===== src/rtl/risc_ctrl_pkg.sv =====
// ---------------------------------------------------------------------------
// risc_ctrl_pkg
// Shared definitions for the RiSC-16 multi-cycle control unit: word and
// ALU-function widths, opcodes, FSM state encoding, datapath select
// encodings and the decoded-instruction record passed from the decoder
// to the sequencer.
// ---------------------------------------------------------------------------
package risc_ctrl_pkg;

    localparam int WORD_LEN  = 16;
    localparam int FUNCT_LEN = 1;

    localparam logic [FUNCT_LEN-1:0] FUNCT_ADD  = 1'b0;
    localparam logic [FUNCT_LEN-1:0] FUNCT_NAND = 1'b1;

    localparam logic [2:0] OP_ADD  = 3'd0;
    localparam logic [2:0] OP_ADDI = 3'd1;
    localparam logic [2:0] OP_NAND = 3'd2;
    localparam logic [2:0] OP_LUI  = 3'd3;
    localparam logic [2:0] OP_SW   = 3'd4;
    localparam logic [2:0] OP_LW   = 3'd5;
    localparam logic [2:0] OP_BEQ  = 3'd6;
    localparam logic [2:0] OP_JALR = 3'd7;

    typedef enum logic [2:0] {
        ST_FETCH  = 3'd0,
        ST_DECODE = 3'd1,
        ST_EXEC   = 3'd2,
        ST_MEM    = 3'd3,
        ST_WB     = 3'd4,
        ST_HALT   = 3'd5
    } state_t;

    localparam logic [1:0] PCSEL_INC    = 2'd0;
    localparam logic [1:0] PCSEL_BRANCH = 2'd1;
    localparam logic [1:0] PCSEL_REG    = 2'd2;

    localparam logic [1:0] WSEL_ALU = 2'd0;
    localparam logic [1:0] WSEL_MEM = 2'd1;
    localparam logic [1:0] WSEL_LUI = 2'd2;
    localparam logic [1:0] WSEL_PC  = 2'd3;

    localparam logic ADDR_PC  = 1'b0;
    localparam logic ADDR_ALU = 1'b1;

    // Everything the sequencer needs to know about the instruction in IR.
    typedef struct packed {
        logic [FUNCT_LEN-1:0] alu_funct;
        logic                 alu_srcb_sel;
        logic [1:0]           wb_sel;
        logic [2:0]           ra1;
        logic [2:0]           ra2;
        logic [2:0]           wa;
        logic                 is_mem;
        logic                 is_sw;
        logic                 is_beq;
        logic                 is_jalr;
        logic                 is_halt;
    } decode_t;

endpackage


===== src/rtl/risc_ctrl_if.sv =====
// ---------------------------------------------------------------------------
// risc_ctrl_if
// Ready-handshaked memory port between the control unit and memory.
//   mem_req   : request pending (held until an edge with mem_ready=1)
//   mem_we    : pending request is a write
//   mem_rdata : read data returned by memory
//   mem_ready : memory completes the pending request at this edge
// master = control unit side, slave = memory side.
// ---------------------------------------------------------------------------
interface risc_ctrl_if;
    import risc_ctrl_pkg::*;

    logic                mem_req;
    logic                mem_we;
    logic [WORD_LEN-1:0] mem_rdata;
    logic                mem_ready;

    modport master (
        output mem_req,
        output mem_we,
        input  mem_rdata,
        input  mem_ready
    );

    modport slave (
        input  mem_req,
        input  mem_we,
        output mem_rdata,
        output mem_ready
    );

endinterface


===== src/rtl/risc_ctrl_decode.sv =====
// ---------------------------------------------------------------------------
// risc_decode
// Purely combinational decoder from the instruction register to register
// addresses, ALU function/operand select, write-back source and the
// instruction-class flags used by the sequencer.
//   ir  : current instruction
//   dec : decoded fields (see decode_t)
// ---------------------------------------------------------------------------
module risc_decode
    import risc_ctrl_pkg::*;
#(
    parameter bit ALLOW_HALT = 1'b1
) (
    input  logic [WORD_LEN-1:0] ir,
    output decode_t             dec
);

    logic [2:0] ra;
    logic [2:0] rb;
    logic [2:0] rc;

    assign ra = ir[12:10];
    assign rb = ir[9:7];
    assign rc = ir[2:0];

    // Read port 2 carries rA for everything except the register-register
    // ALU ops; that is what SW stores and what BEQ compares against.
    always_comb begin
        dec              = '0;
        dec.alu_funct    = FUNCT_ADD;
        dec.alu_srcb_sel = 1'b0;
        dec.wb_sel       = WSEL_ALU;
        dec.ra1          = rb;
        dec.ra2          = ra;
        dec.wa           = ra;
        case (ir[15:13])
            OP_ADD: begin
                dec.ra2 = rc;
            end
            OP_ADDI: begin
                dec.alu_srcb_sel = 1'b1;
            end
            OP_NAND: begin
                dec.alu_funct = FUNCT_NAND;
                dec.ra2       = rc;
            end
            OP_LUI: begin
                dec.wb_sel = WSEL_LUI;
            end
            OP_SW: begin
                dec.alu_srcb_sel = 1'b1;
                dec.is_mem       = 1'b1;
                dec.is_sw        = 1'b1;
            end
            OP_LW: begin
                dec.alu_srcb_sel = 1'b1;
                dec.is_mem       = 1'b1;
                dec.wb_sel       = WSEL_MEM;
            end
            OP_BEQ: begin
                dec.is_beq = 1'b1;
            end
            OP_JALR: begin
                dec.is_jalr = 1'b1;
                // A JALR with a nonzero immediate is the halt encoding.
                dec.is_halt = ALLOW_HALT && (ir[6:0] != 7'd0);
            end
            default: begin
            end
        endcase
    end

endmodule


===== src/rtl/risc_ctrl.sv =====
// ---------------------------------------------------------------------------
// risc_ctrl
// Multi-cycle control unit for the non-pipelined RiSC-16 core. Holds the
// instruction register and sequences FETCH/DECODE/EXEC/MEM/WB/HALT.
//   clk, rst     : clock (rising edge), asynchronous active-high reset
//   bus          : memory handshake port (master side)
//   rf_eq        : datapath comparator, read port 1 == read port 2
//   ir           : current instruction
//   addr_sel     : memory address source (PC / ALU out)
//   pc_en/pc_sel : PC load enable and source
//   alu_funct    : ALU function, alu_srcb_sel : ALU operand B source
//   rf_ra1/ra2/wa: register addresses, rf_we/rf_wsel : write enable/source
//   halted       : core is stopped
// ---------------------------------------------------------------------------
module risc_ctrl
    import risc_ctrl_pkg::*;
#(
    parameter bit ALLOW_HALT = 1'b1
) (
    input  logic                 clk,
    input  logic                 rst,
    risc_ctrl_if.master          bus,
    input  logic                 rf_eq,
    output logic [WORD_LEN-1:0]  ir,
    output logic                 addr_sel,
    output logic                 pc_en,
    output logic [1:0]           pc_sel,
    output logic [FUNCT_LEN-1:0] alu_funct,
    output logic                 alu_srcb_sel,
    output logic [2:0]           rf_ra1,
    output logic [2:0]           rf_ra2,
    output logic [2:0]           rf_wa,
    output logic                 rf_we,
    output logic [1:0]           rf_wsel,
    output logic                 halted
);

    state_t              state_q;
    state_t              state_d;
    logic [WORD_LEN-1:0] ir_q;
    decode_t             dec;
    logic                we_raw;
    logic                req_c;
    logic                mem_we_c;

    risc_decode #(
        .ALLOW_HALT(ALLOW_HALT)
    ) u_decode (
        .ir (ir_q),
        .dec(dec)
    );

    // State register and IR; IR only loads on the edge that completes a fetch.
    always_ff @(posedge clk or posedge rst) begin
        if (rst) begin
            state_q <= ST_FETCH;
            ir_q    <= '0;
        end else begin
            state_q <= state_d;
            if (state_q == ST_FETCH && bus.mem_ready) begin
                ir_q <= bus.mem_rdata;
            end
        end
    end

    // Next-state logic.
    always_comb begin
        state_d = state_q;
        case (state_q)
            ST_FETCH: begin
                if (bus.mem_ready) begin
                    state_d = ST_DECODE;
                end
            end
            ST_DECODE: begin
                state_d = dec.is_halt ? ST_HALT : ST_EXEC;
            end
            ST_EXEC: begin
                if (dec.is_mem) begin
                    state_d = ST_MEM;
                end else if (dec.is_beq || dec.is_jalr) begin
                    state_d = ST_FETCH;
                end else begin
                    state_d = ST_WB;
                end
            end
            ST_MEM: begin
                if (bus.mem_ready) begin
                    state_d = dec.is_sw ? ST_FETCH : ST_WB;
                end
            end
            ST_WB: begin
                state_d = ST_FETCH;
            end
            ST_HALT: begin
                state_d = ST_HALT;
            end
            default: begin
                state_d = ST_FETCH;
            end
        endcase
    end

    // Output decode. Everything is forced low while rst is high, even
    // though the state register already sits in FETCH, so that a reset in
    // the middle of an access withdraws the request at once.
    // In FETCH, pc_en follows mem_ready so the PC advances only on the
    // edge that actually returns the instruction, not on every wait cycle.
    always_comb begin
        req_c        = 1'b0;
        mem_we_c     = 1'b0;
        addr_sel     = ADDR_PC;
        pc_en        = 1'b0;
        pc_sel       = PCSEL_INC;
        alu_funct    = FUNCT_ADD;
        alu_srcb_sel = 1'b0;
        we_raw       = 1'b0;
        rf_wsel      = WSEL_ALU;
        halted       = 1'b0;
        if (!rst) begin
            case (state_q)
                ST_FETCH: begin
                    req_c    = 1'b1;
                    addr_sel = ADDR_PC;
                    pc_en    = bus.mem_ready;
                    pc_sel   = PCSEL_INC;
                end
                ST_DECODE: begin
                end
                ST_EXEC: begin
                    alu_funct    = dec.alu_funct;
                    alu_srcb_sel = dec.alu_srcb_sel;
                    if (dec.is_beq) begin
                        pc_sel = PCSEL_BRANCH;
                        pc_en  = rf_eq;
                    end
                    if (dec.is_jalr) begin
                        we_raw  = 1'b1;
                        rf_wsel = WSEL_PC;
                        pc_en   = 1'b1;
                        pc_sel  = PCSEL_REG;
                    end
                end
                ST_MEM: begin
                    req_c        = 1'b1;
                    addr_sel     = ADDR_ALU;
                    mem_we_c     = dec.is_sw;
                    alu_funct    = dec.alu_funct;
                    alu_srcb_sel = dec.alu_srcb_sel;
                end
                ST_WB: begin
                    we_raw       = 1'b1;
                    rf_wsel      = dec.wb_sel;
                    alu_funct    = dec.alu_funct;
                    alu_srcb_sel = dec.alu_srcb_sel;
                end
                ST_HALT: begin
                    halted = 1'b1;
                end
                default: begin
                end
            endcase
        end
    end

    // r0 is hardwired to zero, so writes addressed to it are suppressed.
    assign rf_we       = we_raw && (dec.wa != 3'd0);
    assign rf_ra1      = dec.ra1;
    assign rf_ra2      = dec.ra2;
    assign rf_wa       = dec.wa;
    assign ir          = ir_q;
    assign bus.mem_req = req_c;
    assign bus.mem_we  = mem_we_c;

endmodule


===== src/flat_wrapper.sv =====
// flat-port wrapper written by rule: the top's interface ports become plain ports
module risc_ctrl_flat import risc_ctrl_pkg::*;
#(
    parameter bit ALLOW_HALT = 1'b1
)
  (clk, rst, rf_eq, ir, addr_sel, pc_en, pc_sel, alu_funct, alu_srcb_sel, rf_ra1, rf_ra2, rf_wa, rf_we, rf_wsel, halted, bus_mem_req, bus_mem_we, bus_mem_rdata, bus_mem_ready);
  risc_ctrl_if bus_i ();
  input  logic clk;
  input  logic rst;
  input  logic rf_eq;
  output logic [WORD_LEN-1:0] ir;
  output logic addr_sel;
  output logic pc_en;
  output logic [1:0] pc_sel;
  output logic [FUNCT_LEN-1:0] alu_funct;
  output logic alu_srcb_sel;
  output logic [2:0] rf_ra1;
  output logic [2:0] rf_ra2;
  output logic [2:0] rf_wa;
  output logic rf_we;
  output logic [1:0] rf_wsel;
  output logic halted;
  output wire logic [$bits(bus_i.mem_req)-1:0] bus_mem_req;
  output wire logic [$bits(bus_i.mem_we)-1:0] bus_mem_we;
  input wire logic [$bits(bus_i.mem_rdata)-1:0] bus_mem_rdata;
  input wire logic [$bits(bus_i.mem_ready)-1:0] bus_mem_ready;
  assign bus_mem_req = bus_i.mem_req;
  assign bus_mem_we = bus_i.mem_we;
  assign bus_i.mem_rdata = bus_mem_rdata;
  assign bus_i.mem_ready = bus_mem_ready;
  risc_ctrl #(.ALLOW_HALT(ALLOW_HALT)) u_core (.clk(clk), .rst(rst), .bus(bus_i), .rf_eq(rf_eq), .ir(ir), .addr_sel(addr_sel), .pc_en(pc_en), .pc_sel(pc_sel), .alu_funct(alu_funct), .alu_srcb_sel(alu_srcb_sel), .rf_ra1(rf_ra1), .rf_ra2(rf_ra2), .rf_wa(rf_wa), .rf_we(rf_we), .rf_wsel(rf_wsel), .halted(halted));
endmodule

===== config.mk =====
export PLATFORM = sky130hd
export DESIGN_NAME = risc_ctrl_flat
export DESIGN_NICKNAME = d
export VERILOG_FILES = /design/src/rtl/risc_ctrl_pkg.sv /design/src/rtl/risc_ctrl_if.sv /design/src/rtl/risc_ctrl_decode.sv /design/src/rtl/risc_ctrl.sv /design/src/flat_wrapper.sv
export SDC_FILE = /design/constraint.sdc
export NUM_CORES = 1
export LEC_CHECK = 0
export ABC_AREA = 1
export CORE_UTILIZATION = 36
export CTS_BUF_LIST = sky130_fd_sc_hd__clkbuf_16
export DETAILED_ROUTE_END_ITERATION = 6
export PLACE_DENSITY_LB_ADDON = 0.12
export SLEW_MARGIN = 20
export SYNTH_ARGS = -nofsm -noshare
export SYNTH_HDL_FRONTEND = slang
export SYNTH_SLANG_ARGS = --single-unit

===== constraint.sdc =====
create_clock -name clk -period 1.5 [get_ports clk]
set_input_delay 0.3 -clock clk [delete_from_list [all_inputs] [get_ports clk]]
set_output_delay 0.3 -clock clk [all_outputs]
set_load 0.05 [all_outputs]

=== Yosys cells after proc, flatten, opt, wreduce, memory -nomap -nowiden ===
Cells that the tools add are included.

* Add/sub/neg operators: 0
* $mul: 0
* Div/mod/pow operators: 0
* Magnitude comparators: 0
* Equal/unequal tests: 14
* Shift operators: 0
* Mux-type cells: 41
* Bitwise operators: 0
* Reductions and logical operators: 13

{| class="wikitable"
|+ Operators with widths
! cell !! number
|-
| two-way mux 1 bit || 23
|-
| two-way mux 3 bit || 7
|-
| == test 3 bit, second input constant || 6
|-
| case mux 3 bit (5 select lines) || 1
|-
| == test 3 x 2 -> 1 bit, second input constant || 4
|-
| two-way mux 2 bit || 6
|-
| case mux 2 bit (2 select lines) || 2
|-
| nonzero test 7 bit || 1
|-
| == test 3 x 1 -> 1 bit, second input constant || 2
|-
| zero test 3 bit || 2
|-
| OR reduction 2 bit || 3
|-
| OR reduction 3 bit || 2
|-
| != test 2 bit, second input constant || 2
|-
| case mux 1 bit (2 select lines) || 2
|-
| nonzero test 3 bit || 1
|-
| logical AND 1 bit || 2
|-
| AND reduction 2 bit || 1
|-
| logical OR 1 bit || 1
|}

* Flip-flop bits (word level): 19
* Latch bits: 0
* Bits in writable memories: 0
* Bits in read-only memories: 0
* Bits of input ports: 20
* Output and inout bits: 37
* Memories: 0

=== Longest topological paths before layout ===
Gate-level depths: netlist of run 1.

* Depth after elaboration: 6
* Depth in mapped cells: 8
* Depth with buffers taken out: 8

=== Hierarchy ===
From an unflattened synthesis of run 1, not the netlist that was laid out.

* Cells, all modules: 169
* Area total of the unflattened synthesis: 1251.2 um2

{| class="wikitable"
|+ By module, submodules not included
! module !! times used !! cells an instance !! area each (um2) !! seq. area each (um2)
|-
| risc_ctrl || 1 || 131 || 1069.8 || 475.5
|-
| risc_decode || 1 || 38 || 181.4 || 0.0
|}

=== Worst setup path before layout of run 1 ===
Ideal clock, no wire load.

* Path kind: reg-to-output
* Start: register u_core.ir_q[15], in the netlist u_core.ir[15]
* End: output alu_funct
* Data arrival time: 2.410 ns
* Path slack: -1.210 ns
* Stages on the path, launching flop included: 4
* Path buffers: 0
* Cell sequence: dfrtp_1 nor2_1 inv_1 nor4_1

* Longest elaborated chain between the ends: 4

{| class="wikitable"
|+ Ends and longest elaborated chain
! what !! line !! source
|-
| from (decl) || risc_ctrl.sv:40 || <nowiki>logic [WORD_LEN-1:0] ir_q;</nowiki>
|-
| from (signal assigned) || risc_ctrl.sv:61 || <nowiki>ir_q <= bus.mem_rdata;</nowiki>
|-
| == test 3 x 2 -> 1 bit || risc_ctrl_decode.sv:36 || <nowiki>case (ir[15:13])</nowiki>
|-
| two-way mux 1 bit || risc_ctrl_decode.sv:36 ||
|-
| two-way mux 1 bit || risc_ctrl.sv:121 || <nowiki>case (state_q)</nowiki>
|-
| two-way mux 1 bit || risc_ctrl.sv:120 || <nowiki>if (!rst) begin</nowiki>
|-
| to (decl) || flat_wrapper.sv:15 || <nowiki>output logic [FUNCT_LEN-1:0] alu_funct;</nowiki>
|}

No other way between the ends.

=== Worst setup path in the final report of run 1 ===
* Start: register u_core.state_q[0]
* End: output rf_wsel[0]

* Longest elaborated chain between the ends: 3
* Elaborated cells on any way between the ends: 4
* Classes of those cells: eq/ne (2); mux (2)

{| class="wikitable"
|+ Ends and longest elaborated chain
! what !! line !! source
|-
| from (decl) || risc_ctrl.sv:38 || <nowiki>state_t state_q;</nowiki>
|-
| from (signal assigned) || risc_ctrl.sv:59 || <nowiki>state_q <= state_d;</nowiki>
|-
| == test 3 bit or == test 3 x 2 -> 1 bit (tied branches) || risc_ctrl.sv:121 ||
|-
| case mux 2 bit (2 select lines) * || risc_ctrl.sv:121 ||
|-
| two-way mux 2 bit * || risc_ctrl.sv:120 ||
|-
| to (decl) || flat_wrapper.sv:21 || <nowiki>output logic [1:0] rf_wsel;</nowiki>
|}

Mark *: on every way between the ends. The rest lies on a longest branch, timed or not.

==> results of run 1 <==
## metrics by stage
step / utilization (%) / instances / setup WS, ns / TNS (ns)
finish: 86.7 / 279 / -0.394 / -4.16
floorplan: - / 151 / -0.266 / -2.26
detailed placement: 77.1 / 270 / -0.277 / -2.62
CTS: 83.6 / 276 / -0.378 / -3.93
global route: 86.7 / 279 / -0.429 / -4.80
global placement: 77.1 / 270 / -0.218 / -1.98
## critical path, stage by stage (launching register included)
cell and delay [ns]:
dfrtp_1 0.41, buf_6 0.13, nor3_4 0.31, nand3_2 0.15, o21ai_2 0.16, buf_6 0.18
## cell families after synthesis
logic type	Yosys count	synth area share (%)
flops	19	41.8
buf+inv	29	13.0
simple gates	82	32.5
compound gates	21	12.8
## worst paths after layout
path                              startpoint                end  slack, ns  depth (start not counted)
setup reg to reg           u_core.state_q[0]  u_core.state_q[2]       0.10                          9
min in group asynchronous                rst       u_core.ir[6]       0.77                          5
hold / removal                  u_core.ir[5]       u_core.ir[5]       0.60                          2
hold reg to reg                 u_core.ir[5]       u_core.ir[5]       0.60                          2
max in group asynchronous                rst      u_core.ir[13]       0.52                          5
setup / recovery           u_core.state_q[0]         rf_wsel[0]      -0.39                          5
## power by group
part	switching, uW	internal [uW]	total, uW
combinational	2920	2430	5360
clock	182	354	536
sequential	280	767	1050
total	3390	3560	6940
## synth_stat cells (all sizes together)
master / count
a21oi: 4
nand3: 5
dfrtp: 19
inv: 20
buf: 9
and2: 1
nor3: 5
nor4: 3
nand2: 53
o21ai: 16
a21boi: 1
nor2: 15
## metal layers
layer  wire length (um)  GRT usage (%)  vias to the layer above
li1                   -              -                      635
met1               1400           25.7                      644
met2               2210           46.6                       44
met3                164           4.24                        6
met4                 43           8.50                        0
met5                  0              0                        -
## cell usage in the layout, fill, tap and decap left out
cell type	n
clkdlybuf4s50_1	19
nor3_1	2
o21ai_4	3
nor2_2	1
nand3_2	1
nor2_8	1
inv_2	6
nor4_4	3
a21oi_1	2
inv_4	2
a21boi_1	1
nor3_2	1
dfrtp_2	4
nand2_1	47
nand2_4	1
nor2_4	7
inv_1	11
nor2_1	6
and2_4	1
inv_6	1
nor3_4	2
a21oi_4	2
nand3_1	1
dfrtp_1	15
buf_4	27
buf_6	9
o21ai_1	1
buf_12	34
nand3_4	3
clkbuf_16	3
o21ai_2	12
nand2_2	5
clkinvlp_4	1
## cell type report
class                           instances  area, um2
Timing Repair Buffer                   89       1170
Fill cell                             157        402
Tap cell                               44       55.1
Multi-Input combinational cell        103        748
Sequential cell                        19        480
Clock inverter                          1       3.75
Inverter                               20       88.8
Clock buffer                            3       75.1
## timing repair
| action | CTS | global route |
|---|---|---|
| buffers inserted | 3 | 3 |
| pin swaps | 7 | 8 |
| gates resized for setup | 26 | 17 |
| endpoints found under the setup margin | 15 | 27 |
## sequential cells by signal, summed over array words and instances, names as in the netlist
name            count
u_core.ir          16
u_core.state_q      3
==> run_results.csv, run 1 <==
group,metric,value,unit
cts,clock_sinks,19,
drt,routedWlPerCell,13.7,um
pwr,leakage,0.00120,uW
global_route,grt_start_max_net_pins,26,
synthesis,synth-seq-cells,19,
worst_setup_path,crit_type,"flop to output pin",
die,io_pins,57,
sta,min_period,1.89,ns
cts,cts_max_level,1,
cts,cts_max_path_buffers,2,
outcome,violations,"negative setup slack",
drt,route.detailed.drc,0,
cts,clk_pin_slew,0.05,ns
finish,areaGrowthSynthToFinish,131,%
worst_setup_path,crit_required,1.20,ns
place,placed_area,2340,um2
synthesis,synth_fp_nets,171,
die,die_y,58.2,um
finish,antenna_cells,0,
sta,skew,0.00356,ns
place,gp_routability_congestion,0.909,
worst_setup_path,cp-start-kind,"flop",
cts,cts_tree,"yes",
sta,finalSetupViolCount,15,
drt,via_count,1329,
drt,viasPerCell,4.76,
sta,rsz0062_at_grt,"true",
die,fp-row-count,20,
worst_setup_path,cp.arrival,1.59,ns
sta,fmax,528,MHz
synthesis,syn_inst,151,
synthesis,syn_avg_cell_area,7.53,um2
finish,final_layout_size_suffix_gt1_share,55.3,%
cts,cts_hold_buf,0,
pwr,ir_drop,1.80,mV
synthesis,syn_area,1140,um2
worst_setup_path,crit_fanout,3,
drt,wirelength,3820,um
pwr,p_per_area,2640,nW/um2
drt,first_iter_violations,28,
place,dp_hpwl,2840,um
die,die_w,58.2,um
synthesis,yosysTopAreaCellShare,41.8,%
global_route,antenna_found_initial,0,
synthesis,synth_top_cell_by_area,"dfrtp_1",
synthesis,ys_warn_count,0,
die,die_area,3390,um2
cts,cts_buffers,3,
global_route,grt_pass1_vias,1398,
sta,worst_pin_slew,0.331,ns
finish,finalInstanceArea,2630,um2
cts,clkLatencyLatePin,0.25,ns
cts,root_buffer,"clkbuf_16",
drt,firstDrtPassIters,4,
place,port_buffers,56,
sta,slew_headroom,77.8,%
sta,drv_slew,0,
synthesis,ys_seq_area_share,41.8,%
sta,hold_viol_final,0,
outcome,outcome,"complete, but fails checks",
finish,nNetsFinal,256,
die,core_area,3030,um2
sta,finalWorstSetupSlack,-0.394,ns
die,initial_utilization,37.6,%
synthesis,synthTopCellsByArea,"dfrtp_1 (42%), nand2_1 (17%), o21ai_2 (7.7%), inv_1 (5.0%), buf_4 (4.0%)",
synthesis,synth_cell_type_count,20,
global_route,gr-total-overflow,0,
pwr,p_total,6940,uW
sta,finalCritPeriodShare,126,%
run,cap_viol_max_count,0,
min_path,min_path_type,"flop to flop",
global_route,grt_first_pass_wirelength,6140,um
worst_setup_path,cp-end-kind,"output pin",
drt,ant_nets,0,
global_route,track_usage,24.0,%
sta,hold_ws,0.595,ns
Power figures use the tool's default switching activity.
==> run 2, diff against run 1 <==
- CTS_CLUSTER_SIZE: unset -> 20
- PLACE_DENSITY: unset -> 0.72
- PLACE_DENSITY_LB_ADDON: 0.12 -> unset
==> run 2 against run 1 <==
Against the previous run: the flow still finishes with violations (negative setup slack); wire length grew 29%; clock skew grew 0.0024 ns; register-to-register slack lost 0.05 ns; worst setup slack gained 0.022 ns; non-clock buffer count grew 7; sequential cell count is the same; die area is the same; critical endpoint is now rf_we; largest cell class unchanged; highest routed layer unchanged.
==> run_results.csv, run 2 (synthesis gave the netlist of run 1 again) <==
group,metric,value,unit
worst_setup_path,cp.arrival,1.57,ns
die,die_w,58.2,um
drt,routedWlPerCell,17.2,um
sta,hold_ws,0.593,ns
sta,drv_slew,0,
finish,utilization,90.5,%
global_route,antenna_found_initial,0,
die,initial_utilization,37.6,%
pwr,leakage,0.00125,uW
die,die_y,58.2,um
outcome,violations,"negative setup slack",
drt,via_count,1448,
cts,root_buffer,"clkbuf_16",
cts,cts_tree,"yes",
worst_setup_path,r2r-start,"u_core.state_q[1]",
sta,worst_pin_slew,0.398,ns
sta,skew,0.00601,ns
die,fp-row-count,20,
finish,antenna_cells,0,
finish,layout_commonest_cell,"nand2_1",
die,core_area,3030,um2
cts,clkLatencyLatePin,0.26,ns
worst_setup_path,cp-end-kind,"output pin",
place,gp_routability_congestion,0.802,
sta,finalSetupViolCount,15,
global_route,track_usage,29.9,%
sta,fmax,534,MHz
finish,layout_common_cells,"nand2_1 (45), buf_12 (35), buf_4 (31), clkdlybuf4s50_1 (19), dfrtp_1 (13)",
worst_setup_path,cp-start-kind,"input port",
die,io_pins,57,
die,die_area,3390,um2
worst_setup_path,crit_required,1.20,ns
finish,nNetsFinal,263,
global_route,grt_pass1_vias,1570,
drt,firstDrtPassIters,4,
sta,tns,-4.02,ns
worst_setup_path,critical-path-slowest-cell,"clkdlybuf4s50_1",
finish,nFillCells,128,
global_route,gr-total-overflow,0,
run,cap_viol_max_count,0,
pwr,ir_drop,2.03,mV
drt,first_iter_violations,59,
drt,ant_nets,0,
finish,multiInputGateArea,773,um2
global_route,grt_start_max_net_pins,26,
sta,slew_headroom,73.3,%
global_route,grt_first_pass_wirelength,7350,um
worst_setup_path,cp-startpoint,"rst",
min_path,min_from,"bus_mem_rdata[15]",
pwr,p_per_area,2690,nW/um2
cts,cts_max_path_buffers,2,
cts,cts_buffers,3,
cts,clock_sinks,19,
worst_setup_path,crit_chain,"clkdlybuf4s50_1 > buf_4 > clkinvlp_4 > o21ai_1 > nor2_4 > buf_8",
finish,seqCellArea,483,um2
sta,min_period,1.87,ns
cts,cts_max_level,1,
drt,wirelength,4920,um
drt,route.detailed.drc,0,
worst_setup_path,crit_type,"input port to output pin",
sta,rsz0062_at_grt,"true",
sta,hold_viol_final,0,
min_path,min_path_type,"input port to flop",
sta,finalWorstSetupSlack,-0.372,ns
drt,viasPerCell,5.06,
place,port_buffers,56,
outcome,outcome,"complete, but fails checks",
finish,largest_reg_flops,16,
finish,final_layout_size_suffix_gt1_share,59.1,%
worst_setup_path,crit_fanout,4,
worst_setup_path,slowest_delay,0.53,ns
place,dp_hpwl,3010,um
cts,clk_pin_slew,0.06,ns
finish,areaGrowthSynthToFinish,141,%
cts,cts_hold_buf,0,
sta,finalCritPeriodShare,125,%
-- run 2: cell types whose count changed in the layout (fill, tap and decap cells not counted), sizes merged --
cell / before / now
buf: 70 / 77
-- run 2: layout make-up --
cell class / instances / area share, %
repair buffers: 96 / 45.8
multi-input cells: 103 / 28.2
flip-flops and latches: 19 / 17.6
inverters: 20 / 3.43
clock buffers: 3 / 2.74
well taps: 44 / 2.01
clock inverters: 1 / 0.137
-- run 2: through the flow --
stage	std cells	worst slack, ns	area [um2]	total power (uW)
global placement	271	-0.216	2340	5910
floorplan	151	-0.266	1250	3580
finish	286	-0.372	2740	7360
detailed placement	271	-0.256	2340	6000
CTS	286	-0.289	2690	7170
global route	286	-0.397	2740	7630
-- run 2: what timing repair did --
action	4_1_cts	5_1_grt
setup endpoints to repair	15	31
hold endpoints to repair	0	0
setup buffers	11	0
pin swaps	12	7
gates resized for setup	49	11
-- run 2: critical path, delay by kind of cell --
family                 cells  cell delay [ns]
AOI/OAI and AO/OA          1             0.23
and+or+nand+nor            1             0.07
buffers and inverters      4             0.98
-- run 2: per-layer routing --
| metal | vias up | track usage, % | wire (um) |
|---|---|---|---|
| li1 | 649 | - | - |
| met1 | 689 | 30.5 | 1710 |
| met2 | 91 | 56.5 | 2680 |
| met3 | 19 | 5.13 | 315 |
| met4 | 0 | 17.3 | 216 |
| met5 | - | 0 | 0 |
-- run 2: worst paths after layout --
path	end	slack (ns)	cells past startpoint
setup / recovery	rf_we	-0.37	6
hold / removal	u_core.ir[15]	0.59	3
setup reg to reg	u_core.ir[11]	0.05	9
hold reg to reg	u_core.ir[3]	0.61	2
max in group asynchronous	u_core.state_q[0]	0.56	4
min in group asynchronous	u_core.ir[3]	0.71	4
-- run 2: where the power goes --
group / switching, uW / internal, uW
logic: 3110 / 2600
clock network: 203 / 355
registers: 325 / 771
total: 3640 / 3730
